===== config.mk =====
export PLATFORM = sky130hd
export DESIGN_NAME = scan_link_receiver_flat
export DESIGN_NICKNAME = d
export VERILOG_FILES = /design/src/rtl/scan_link_receiver_if.sv /design/src/rtl/scan_link_receiver.sv /design/src/flat_wrapper.sv
export SDC_FILE = /design/constraint.sdc
export NUM_CORES = 1
export LEC_CHECK = 0
export BUFFER_PORTS_ARGS = -buffer_cell sky130_fd_sc_hd__clkbuf_2
export CAP_MARGIN = 20
export CORE_MARGIN = 2
export CORE_UTILIZATION = 59
export DETAILED_ROUTE_END_ITERATION = 12
export PLACE_DENSITY = 0.83
export SLEW_MARGIN = 10
export SYNTH_ARGS = -nofsm -noshare
export SYNTH_HDL_FRONTEND = slang
export SYNTH_SLANG_ARGS = --single-unit

===== constraint.sdc =====
create_clock -name clk -period 4.74 [get_ports clk]
set_input_delay 0.948 -clock clk [delete_from_list [all_inputs] [get_ports clk]]
set_output_delay 0.948 -clock clk [all_outputs]
set_load 0.005 [all_outputs]

===== src/rtl/scan_link_receiver_if.sv =====
// Serial scanner link: strobe/data/flag-clear inputs and the decoded command/payload/status outputs.
interface scan_link_receiver_if;
  logic       clkIn;
  logic       dataIn;
  logic       clearFlags;
  logic       cmdValid;
  logic [7:0] cmdCode;
  logic       dataValid;
  logic [7:0] dataByte;
  logic       flagReady;
  logic       flagStart;
  logic       flagFull;
  logic       errUnknown;
  logic       errTimeout;
  logic       busy;

  modport master (
    output clkIn, dataIn, clearFlags,
    input  cmdValid, cmdCode, dataValid, dataByte,
    input  flagReady, flagStart, flagFull, errUnknown, errTimeout, busy
  );

  modport slave (
    input  clkIn, dataIn, clearFlags,
    output cmdValid, cmdCode, dataValid, dataByte,
    output flagReady, flagStart, flagFull, errUnknown, errTimeout, busy
  );
endinterface


===== src/rtl/scan_link_receiver.sv =====
// LSB-first serial command receiver: decodes command bytes, captures the payload after
// command 7, maintains sticky status flags and aborts frames that stall for GAP_MAX cycles.
module scan_link_receiver #(
  parameter int unsigned GAP_MAX = 4
) (
  input  logic                 clk,
  input  logic                 rst,
  scan_link_receiver_if.slave  link
);

  localparam int unsigned GW = $clog2(GAP_MAX + 1);

  typedef enum logic [1:0] {
    IDLE = 2'd0,
    CMD  = 2'd1,
    DATA = 2'd2
  } state_e;

  state_e          state_q, state_d;
  logic [6:0]      shift_q, shift_d;
  logic [2:0]      bit_cnt_q, bit_cnt_d;
  logic [GW-1:0]   gap_q, gap_d;
  logic [GW-1:0]   gap_inc_c;
  logic [7:0]      byte_c;
  logic            cmd_valid_q, cmd_valid_d;
  logic [7:0]      cmd_code_q, cmd_code_d;
  logic            data_valid_q, data_valid_d;
  logic [7:0]      data_byte_q, data_byte_d;
  logic            err_unknown_q, err_unknown_d;
  logic            err_timeout_q, err_timeout_d;
  logic [2:0]      flags_q, flags_d;
  logic [2:0]      flag_set_c;

  always_ff @(posedge clk) begin
    if (rst) begin
      state_q <= IDLE;
    end else begin
      state_q <= state_d;
    end
  end

  // Next-state, byte assembly, decode and gap supervision.
  always_comb begin
    state_d       = state_q;
    shift_d       = shift_q;
    bit_cnt_d     = bit_cnt_q;
    gap_d         = gap_q;
    cmd_valid_d   = 1'b0;
    cmd_code_d    = cmd_code_q;
    data_valid_d  = 1'b0;
    data_byte_d   = data_byte_q;
    err_unknown_d = 1'b0;
    err_timeout_d = 1'b0;
    flag_set_c    = 3'b000;
    byte_c        = {link.dataIn, shift_q};
    gap_inc_c     = GW'(gap_q + GW'(1));

    case (state_q)
      IDLE: begin
        if (link.clkIn) begin
          shift_d[0] = link.dataIn;
          bit_cnt_d  = 3'd1;
          gap_d      = '0;
          state_d    = CMD;
        end
      end
      CMD, DATA: begin
        if (link.clkIn) begin
          gap_d     = '0;
          bit_cnt_d = bit_cnt_q + 3'd1;
          if (bit_cnt_q != 3'd7) begin
            shift_d[bit_cnt_q] = link.dataIn;
          end else if (state_q == DATA) begin
            data_byte_d  = byte_c;
            data_valid_d = 1'b1;
            state_d      = IDLE;
          end else begin
            case (byte_c)
              8'd2, 8'd3, 8'd4: begin
                cmd_valid_d = 1'b1;
                cmd_code_d  = byte_c;
                flag_set_c  = 3'b001 << (byte_c - 8'd2);
                state_d     = IDLE;
              end
              8'd7: begin
                cmd_valid_d = 1'b1;
                cmd_code_d  = byte_c;
                state_d     = DATA;
              end
              default: begin
                err_unknown_d = 1'b1;
                state_d       = IDLE;
              end
            endcase
          end
        end else if (gap_inc_c == GW'(GAP_MAX)) begin
          err_timeout_d = 1'b1;
          bit_cnt_d     = 3'd0;
          gap_d         = '0;
          state_d       = IDLE;
        end else begin
          gap_d = gap_inc_c;
        end
      end
      default: state_d = IDLE;
    endcase

    // A set in the same cycle as clearFlags wins for that flag only.
    flags_d = flag_set_c | (flags_q & {3{~link.clearFlags}});
  end

  always_ff @(posedge clk) begin
    if (rst) begin
      shift_q       <= '0;
      bit_cnt_q     <= '0;
      gap_q         <= '0;
      cmd_valid_q   <= 1'b0;
      cmd_code_q    <= '0;
      data_valid_q  <= 1'b0;
      data_byte_q   <= '0;
      err_unknown_q <= 1'b0;
      err_timeout_q <= 1'b0;
      flags_q       <= '0;
    end else begin
      shift_q       <= shift_d;
      bit_cnt_q     <= bit_cnt_d;
      gap_q         <= gap_d;
      cmd_valid_q   <= cmd_valid_d;
      cmd_code_q    <= cmd_code_d;
      data_valid_q  <= data_valid_d;
      data_byte_q   <= data_byte_d;
      err_unknown_q <= err_unknown_d;
      err_timeout_q <= err_timeout_d;
      flags_q       <= flags_d;
    end
  end

  assign link.cmdValid   = cmd_valid_q;
  assign link.cmdCode    = cmd_code_q;
  assign link.dataValid  = data_valid_q;
  assign link.dataByte   = data_byte_q;
  assign link.flagReady  = flags_q[0];
  assign link.flagStart  = flags_q[1];
  assign link.flagFull   = flags_q[2];
  assign link.errUnknown = err_unknown_q;
  assign link.errTimeout = err_timeout_q;
  assign link.busy       = (state_q != IDLE);

endmodule


===== src/flat_wrapper.sv =====
// flat-port wrapper written by rule: the top's interface ports become plain ports
module scan_link_receiver_flat 
#(
  parameter int unsigned GAP_MAX = 4
)
  (clk, rst, link_clkIn, link_dataIn, link_clearFlags, link_cmdValid, link_cmdCode, link_dataValid, link_dataByte, link_flagReady, link_flagStart, link_flagFull, link_errUnknown, link_errTimeout, link_busy);
  scan_link_receiver_if link_i ();
  input  logic clk;
  input  logic rst;
  input wire logic [$bits(link_i.clkIn)-1:0] link_clkIn;
  input wire logic [$bits(link_i.dataIn)-1:0] link_dataIn;
  input wire logic [$bits(link_i.clearFlags)-1:0] link_clearFlags;
  output wire logic [$bits(link_i.cmdValid)-1:0] link_cmdValid;
  output wire logic [$bits(link_i.cmdCode)-1:0] link_cmdCode;
  output wire logic [$bits(link_i.dataValid)-1:0] link_dataValid;
  output wire logic [$bits(link_i.dataByte)-1:0] link_dataByte;
  output wire logic [$bits(link_i.flagReady)-1:0] link_flagReady;
  output wire logic [$bits(link_i.flagStart)-1:0] link_flagStart;
  output wire logic [$bits(link_i.flagFull)-1:0] link_flagFull;
  output wire logic [$bits(link_i.errUnknown)-1:0] link_errUnknown;
  output wire logic [$bits(link_i.errTimeout)-1:0] link_errTimeout;
  output wire logic [$bits(link_i.busy)-1:0] link_busy;
  assign link_i.clkIn = link_clkIn;
  assign link_i.dataIn = link_dataIn;
  assign link_i.clearFlags = link_clearFlags;
  assign link_cmdValid = link_i.cmdValid;
  assign link_cmdCode = link_i.cmdCode;
  assign link_dataValid = link_i.dataValid;
  assign link_dataByte = link_i.dataByte;
  assign link_flagReady = link_i.flagReady;
  assign link_flagStart = link_i.flagStart;
  assign link_flagFull = link_i.flagFull;
  assign link_errUnknown = link_i.errUnknown;
  assign link_errTimeout = link_i.errTimeout;
  assign link_busy = link_i.busy;
  scan_link_receiver #(.GAP_MAX(GAP_MAX)) u_core (.clk(clk), .rst(rst), .link(link_i));
endmodule

### After elaboration in Yosys (flattened, before gate mapping)

Index checks and enable logic that the tools add are counted.

* flip-flop bits (word level): 38
* word-level logic and storage cells: 86
* input bits: 5
* output and inout port bits: 24

* equality and inequality tests: 13
* bitwise operators: 7
* multiplexer cells: 31
* $add $sub $neg: 3
* reductions and logical operators: 17
* magnitude comparators: 2
* shift-type cells: 1

Operators by type and width (count)
* $mux 3: 11
* $eq 8x2->1 const B: 2
* $eq 8x3->1 const B: 2
* $mux 2: 6
* $pmux 3 s2: 2
* $reduce_and 3->1: 3
* $mux 1: 8
* $reduce_and 4->1: 2
* $reduce_or 4->1: 2
* $shl 1x8->3 const A: 1
* $sub 8x2->8 const B: 1
* $bwmux 7: 1
* $add 3x1->3 const B: 2
* $ne 3x3->1 const B: 2
* $reduce_or 3->1: 2
* $not 1->1: 5
* $reduce_and 5->1: 1
* $reduce_or 5->1: 1
* $lt 3x4->1 const B: 1
* $ne 2x2->1 const B: 2
* $pmux 2 s2: 1
* $reduce_bool 2->1: 2
* $and 3x3->3: 1
* $demux 1 s3: 1
* other kinds (12): 12

### Logic depth before layout (Yosys ltp)

Gate-level depths: netlist of the first run.

* depth in word-level cells: 8
* mapped depth: 7
* mapped depth without buffers: 6

### Worst setup path after synthesis of the first run

No wires, ideal clock.

* kind: input to register
* start point: input link_clkIn
* end point: register u_core.shift_q[0]
* stages: 5
* setup slack: 2.551 ns
* required time: 4.612 ns
* arrival: 2.061 ns
* buffers on the path: 1
* setup time: 0.128 ns
* path through: buf_4 or3b_1 a2111oi_2 mux2i_1 nor2_1

* longest elaborated chain between the ends: 2
* elaborated cells on any way between the ends: 3
* classes of those cells: eq/ne (2); reduce/logical (1)

RTL lines
* start, declared: RTL line flat_wrapper.sv:10 `input wire logic [$bits(link_i.clkIn)-1:0] link_clkIn;`
* $ne 2x2->1 (no line)
* $reduce_and 4->1 (no line) *
* end signal, assigned: RTL line scan_link_receiver.sv:125 `shift_q <= shift_d;`
* end, declared: RTL line scan_link_receiver.sv:20 `logic [6:0] shift_q, shift_d;`

Every way passes the cells marked *; elsewhere a longest branch is shown, timed or not.
A chain may end at the register's enable or synchronous reset.

### Worst setup path in the final report of the first run

* start point: register u_core.state_q[1]
* end point: output link_busy

* longest elaborated chain between the ends: 1

RTL lines
* start, declared: RTL line scan_link_receiver.sv:19 `state_e state_q, state_d;`
* start signal, assigned: RTL line scan_link_receiver.sv:38 `state_q <= state_d;`
* $reduce_bool 2->1: RTL line scan_link_receiver.sv:147 `assign link.busy = (state_q != IDLE);`
* end, declared: RTL line flat_wrapper.sv:22 `output wire logic [$bits(link_i.busy)-1:0] link_busy;`

No other way between the ends.

==> results of run 1 <==
critical path, cell delays in order, from the launching register on:
cell and delay, ps:
dfxtp_1 440, inv_1 70, ha_1 240, inv_1 70, clkbuf_2 100
cell type report:
class / instances / area, um^2
clock inverters: 1 / 5.00
inverters: 8 / 30.0
well taps: 31 / 38.8
clock buffers: 7 / 55.1
repair buffers: 28 / 140
flip-flops and latches: 38 / 761
multi-input cells: 143 / 952
fillers: 224 / 847
power by group:
part           total (mW)  leakage [nW]  switching, mW  internal (mW)
clock network       0.175        0.0353          0.103         0.0718
registers           0.327         0.307        0.00498          0.322
logic              0.0477         0.537         0.0306         0.0171
cells in the final DEF (no fill, tap or decap), drive strengths merged, types with 3 or more instances in the layout:
cell type | Yosys | routed
nand4 | 6 | 6
nor2b | 4 | 4
nor3 | 6 | 6
nand2b | 3 | 3
nand3 | 7 | 7
o21ai | 7 | 7
nor2 | 27 | 27
nor3b | 9 | 9
dfxtp | 38 | 38
mux2i | 15 | 15
nor4 | 3 | 3
ha | 9 | 9
o31ai | 4 | 4
a21oi | 12 | 12
inv | 8 | 8
nand2 | 9 | 9
clkbuf | 6 | 35
worst paths after layout:
kind	startpoint	endpoint	slack [ps]	depth (start not counted)
setup / recovery	u_core.state_q[1]$_SDFFE_PP0P_	link_busy	2520	4
hold / removal	u_core.flags_q[1]$_SDFF_PP0_	u_core.flags_q[1]$_SDFF_PP0_	470	2
setup reg to reg	u_core.state_q[1]$_SDFFE_PP0P_	u_core.link.cmdCode[2]$_SDFFE_PP0P_	2560	6
hold reg to reg	u_core.flags_q[1]$_SDFF_PP0_	u_core.flags_q[1]$_SDFF_PP0_	470	2
cell families after synthesis:
| group | Yosys count |
|---|---|
| compound gates | 29 |
| mux | 17 |
| buf+inv | 17 |
| flops | 38 |
| simple gates | 86 |
| xor+xnor | 2 |
| fa+ha+maj | 9 |
state kept, by name, indices dropped and copies added, names as in the netlist, 2 cells and up:
name                  flops
u_core.link.cmdCode       8
u_core.link.dataByte      8
u_core.shift_q            7
u_core.bit_cnt_q          3
u_core.flags_q            3
u_core.gap_q              3
u_core.state_q            2
through the flow:
stage	hold slack (ps)	util
2_1_floorplan	449	-
3_3_place_gp	441	0.679
3_5_place_dp	448	0.679
4_1_cts	471	0.701
5_1_grt	484	0.701
6_report	469	0.701
per-layer routing:
metal	wire, um	part of all wire	up-vias	global-route usage
li1	-	-	760	-
met1	1600	0.44	687	0.271
met2	1840	0.50	46	0.416
met3	175	0.048	7	0.0590
met4	38	0.010	0	0.0974
met5	0	0	-	0
==> flow_summary.yaml, run 1 <==
status:
  status: "finished, final reports clean"
clock_network:
  clock_sinks: 38
  cts_resized: 0
  clkSlewWorstSetupHoldPaths_ps: 100
  post-cts-setup-buffers: 0
  cts_tree: "done"
  clock_path_buffers: 2
  clk_latency_ps: 350
  cts_hold_buf: 0
  cts-buffers-inserted: 5
  htree_levels: 2
  cts-root-buf: "clkbuf_4"
synth:
  synth-seq-cells: 38
  synthesis.area_um2: 1790
  synth_warnings: 0
  synth_xor_area_frac: 0.00979
  syn_nets: 212
  synthMuxAreaShare: 0.0965
  synth_compound_area_frac: 0.102
  yosys.area.top_type: "dfxtp_1"
  yosys-top-cells-area: "dfxtp_1 43%, mux2i_1 8.4%, ha_1 6.3%"
  seq_area_frac_synth: 0.425
  synth_top_family_by_area: "simple AND/OR/NAND/NOR gates"
  synth_edf_count: 0
  syn_inst: 198
  yosysMostFrequentCell: "dfxtp_1"
  synthAdderAreaFrac: 0.0629
  synth.avg_cell_area_um2: 9.04
  synth-simple-area-share: 0.261
  yosysTopAreaCellShare: 0.425
  ys_top_cells_by_count: "38 x dfxtp_1, 26 x nor2_1, 15 x mux2i_1"
  synthFlopType: "dfxtp_1"
  synth_cell_types: 38
  async_flop_share: 0
layout:
  layout.nets: 238
  drive_gt1_frac: 0.182
  design_area_um2: 1980
  antenna_cells: 0
  area_delta_synth_final_pct: 10.8
  final_cell_count_no_fill: 256
sta:
  tns_ps: 0
  hold_violations: 0
  slew_headroom: 0.508
  min_period_ps: 2220
  worst_pin_slew_ps: 739
  period_share: 0.468
  fin_worst_skew_ps: 5.10
  setup_violations: 0
  rsz0062_at_grt: "no"
  fin_ws_ps: 2520
  slew_viol_final: 0
  fmax_mhz: 451
critical_path:
  required_ps: 3790
  end_kind: "output port"
  arrival_ps: 1270
  critPathKind: "flip-flop to output port"
  path_max_fanout: 6
  cp-start-kind: "flip-flop"
place:
  dp_hpwl_um: 2660
  place_area_um2: 1920
  preCtsSetupSlack_ps: 2290
  dp.cells: 248
  port_buffers: 28
  gp_congestion: 0.760
floorplan:
  die-area_um2: 3490
  ios: 29
  initial_core_util: 0.632
  die_w_um: 59.1
  die_h_um: 59.1
  rows: 19
  core_um2: 2830
global_route:
  grt_max_degree: 39
  grt-ovfl-total: 0
  grt_pass1_vias: 1412
  grt_util_all_layers: 0.236
  antenna_found_initial: 0
  grt_pass1_wl_um: 6150
drt:
  vias: 1500
  routed_wl_um: 3660
  drtAntennaViolNets: 0
  drc_errors: 0
  via_per_inst: 5.86
  drt-wirelength-per-cell_um: 14.3
  firstDrtPassIters: 4
  drt_iter0_drc: 73
worst_hold_path:
  hold_path.class: "flip-flop to flip-flop"
power_and_ir_drop:
  ir_drop_mv: 0.205
  p_leak_nw: 0.879
  total_power_mw: 0.550
  pwr_density_cell_nw_per_um2: 278
job:
  cap_viol_max_count: 0
Power figures use the tool's default switching activity.
==> run 2, diff against run 1 <==
Settings changed: CORE_UTILIZATION 59 to 55, PLACE_DENSITY 0.83 to 0.78.
Clock period 4.74 ns to 2.1 ns, I/O delays scaled along.
==> run 2 against run 1 <==
Sequential share of layout area fell by 1.4 points. Setup slack lost 2400 ps. Sequential power is 130% higher. Critical path type is now flip-flop to flip-flop. Power rose by 130%. Clock skew is 11 ps higher. Flip-flop and latch count unchanged. Core utilization fell by 3.2 points. Clock power up 130%. Largest cell class unchanged. Die area grew 6.8%. Non-clock buffer count grew 5.
==> flow_summary.yaml, run 2 (synthesis results as in run 1) <==
status:
  status: "finished, final reports clean"
global_route:
  grt_pass1_vias: 1466
  grt_util_all_layers: 0.227
  grt_pass1_wl_um: 6280
  antenna_found_initial: 0
  grt_max_degree: 26
  grt-ovfl-total: 0
place:
  port_buffers: 28
  gp_congestion: 0.846
  dp_hpwl_um: 2750
  preCtsSetupSlack_ps: 85.3
worst_hold_path:
  hold_end: "u_core.flags_q[2]$_SDFF_PP0_"
  hold_path.class: "primary input to flip-flop"
  hold_path.startpoint: "link_clearFlags"
  hold_depth: 4
layout:
  drive_gt1_frac: 0.217
  fin_util: 0.669
  multiInputGateArea_um2: 970
  area_delta_synth_final_pct: 15.0
  n_fill_cell: 267
  regArea_um2: 762
  layout.nets: 243
  antenna_cells: 0
  final_cell_mix: "37 x dfxtp_1, 28 x clkbuf_2, 26 x nor2_1"
  layout_commonest_cell: "dfxtp_1"
power_and_ir_drop:
  pwr_density_cell_nw_per_um2: 611
  total_power_mw: 1.26
  ir_drop_mv: 0.502
  p_leak_nw: 0.901
clock_network:
  clkSlewWorstSetupHoldPaths_ps: 120
  cts_hold_buf: 0
  cts-root-buf: "clkbuf_4"
  cts_tree: "done"
  clk_latency_ps: 340
  clock_path_buffers: 2
  clock_sinks: 38
  htree_levels: 2
  cts-buffers-inserted: 5
drt:
  vias: 1578
  drc_errors: 0
  firstDrtPassIters: 4
  drtAntennaViolNets: 0
  routed_wl_um: 3760
  drt_iter0_drc: 72
  via_per_inst: 5.76
  drt-wirelength-per-cell_um: 13.7
sta:
  setup_violations: 0
  worst_pin_slew_ps: 593
  slew_viol_final: 0
  fmax_mhz: 508
  fin_ws_ps: 131
  tns_ps: 0
  hold_ws_ps: 366
  hold_violations: 0
  rsz0062_at_grt: "no"
  period_share: 0.937
  slew_headroom: 0.600
  fin_worst_skew_ps: 16.0
  min_period_ps: 1970
critical_path:
  end_kind: "flip-flop"
  r2r_slack_ps: 130
  path_max_fanout: 8
  rr_worst_depth: 6
  required_ps: 2340
  arrival_ps: 2210
  r2r-start: "u_core.bit_cnt_q[0]$_SDFFE_PP0P_"
  cp-start-kind: "flip-flop"
  critPathKind: "flip-flop to flip-flop"
  r2r-end: "u_core.shift_q[0]$_SDFFE_PP0P_"
job:
  cap_viol_max_count: 0
floorplan:
  core_um2: 3080
  ios: 29
  die-area_um2: 3730
  die_h_um: 61.0
  initial_core_util: 0.581
  die_w_um: 61.0
  rows: 20
run 2: worst max-delay path by stage:
stage,start,to,slack [ps],depth (start not counted)
CTS,u_core.bit_cnt_q[0]$_SDFFE_PP0P_,u_core.shift_q[0]$_SDFFE_PP0P_,70,6
floorplan,u_core.bit_cnt_q[1]$_SDFFE_PP0P_,u_core.shift_q[0]$_SDFFE_PP0P_,200,6
finish,u_core.bit_cnt_q[0]$_SDFFE_PP0P_,u_core.shift_q[0]$_SDFFE_PP0P_,130,6
detailed placement,u_core.bit_cnt_q[0]$_SDFFE_PP0P_,u_core.shift_q[0]$_SDFFE_PP0P_,90,6
global route,u_core.state_q[0]$_SDFFE_PP0P_,u_core.link.cmdCode[2]$_SDFFE_PP0P_,30,6
global placement,u_core.bit_cnt_q[0]$_SDFFE_PP0P_,u_core.shift_q[0]$_SDFFE_PP0P_,160,6
run 2: per-stage QoR:
| step | instances | cell area, um^2 |
|---|---|---|
| 2_1_floorplan | 198 | 1790 |
| 4_1_cts | 274 | 2040 |
| 3_5_place_dp | 266 | 1980 |
| 5_1_grt | 274 | 2060 |
| 3_3_place_gp | 266 | 1980 |
| 6_report | 274 | 2060 |
run 2: final cells by class:
class	instances	share of cell area
flip-flops and latches	38	0.370
well taps	44	0.0267
multi-input cells	143	0.471
inverters	8	0.0146
repair buffers	33	0.0863
clock inverters	2	0.00608
clock buffers	6	0.0249
run 2: what timing repair did:
action | in CTS | in global routing
setup buffers | 0 | 0
endpoints found under the setup margin | 0 | 7
resized for setup | 0 | 4
run 2: report_power, final:
part,total [mW],switching (mW),internal [mW]
sequential,0.739,0.0108,0.728
combinational,0.122,0.0730,0.0486
clock,0.396,0.235,0.161
total,1.26,0.319,0.938
run 2: critical path, stage by stage, from the launching register on:
cell       delay (ps)
dfxtp_1           380
ha_1              230
ha_2              220
or3b_1            410
a2111oi_4         360
mux2i_1           220
nor2_1             50
run 2: metal layers:
layer / vias up / track usage / routed length (um)
met5: - / 0 / 0
met4: 0 / 0.0994 / 55
met3: 9 / 0.0630 / 177
met2: 47 / 0.383 / 1880
met1: 752 / 0.268 / 1650
li1: 770 / - / -
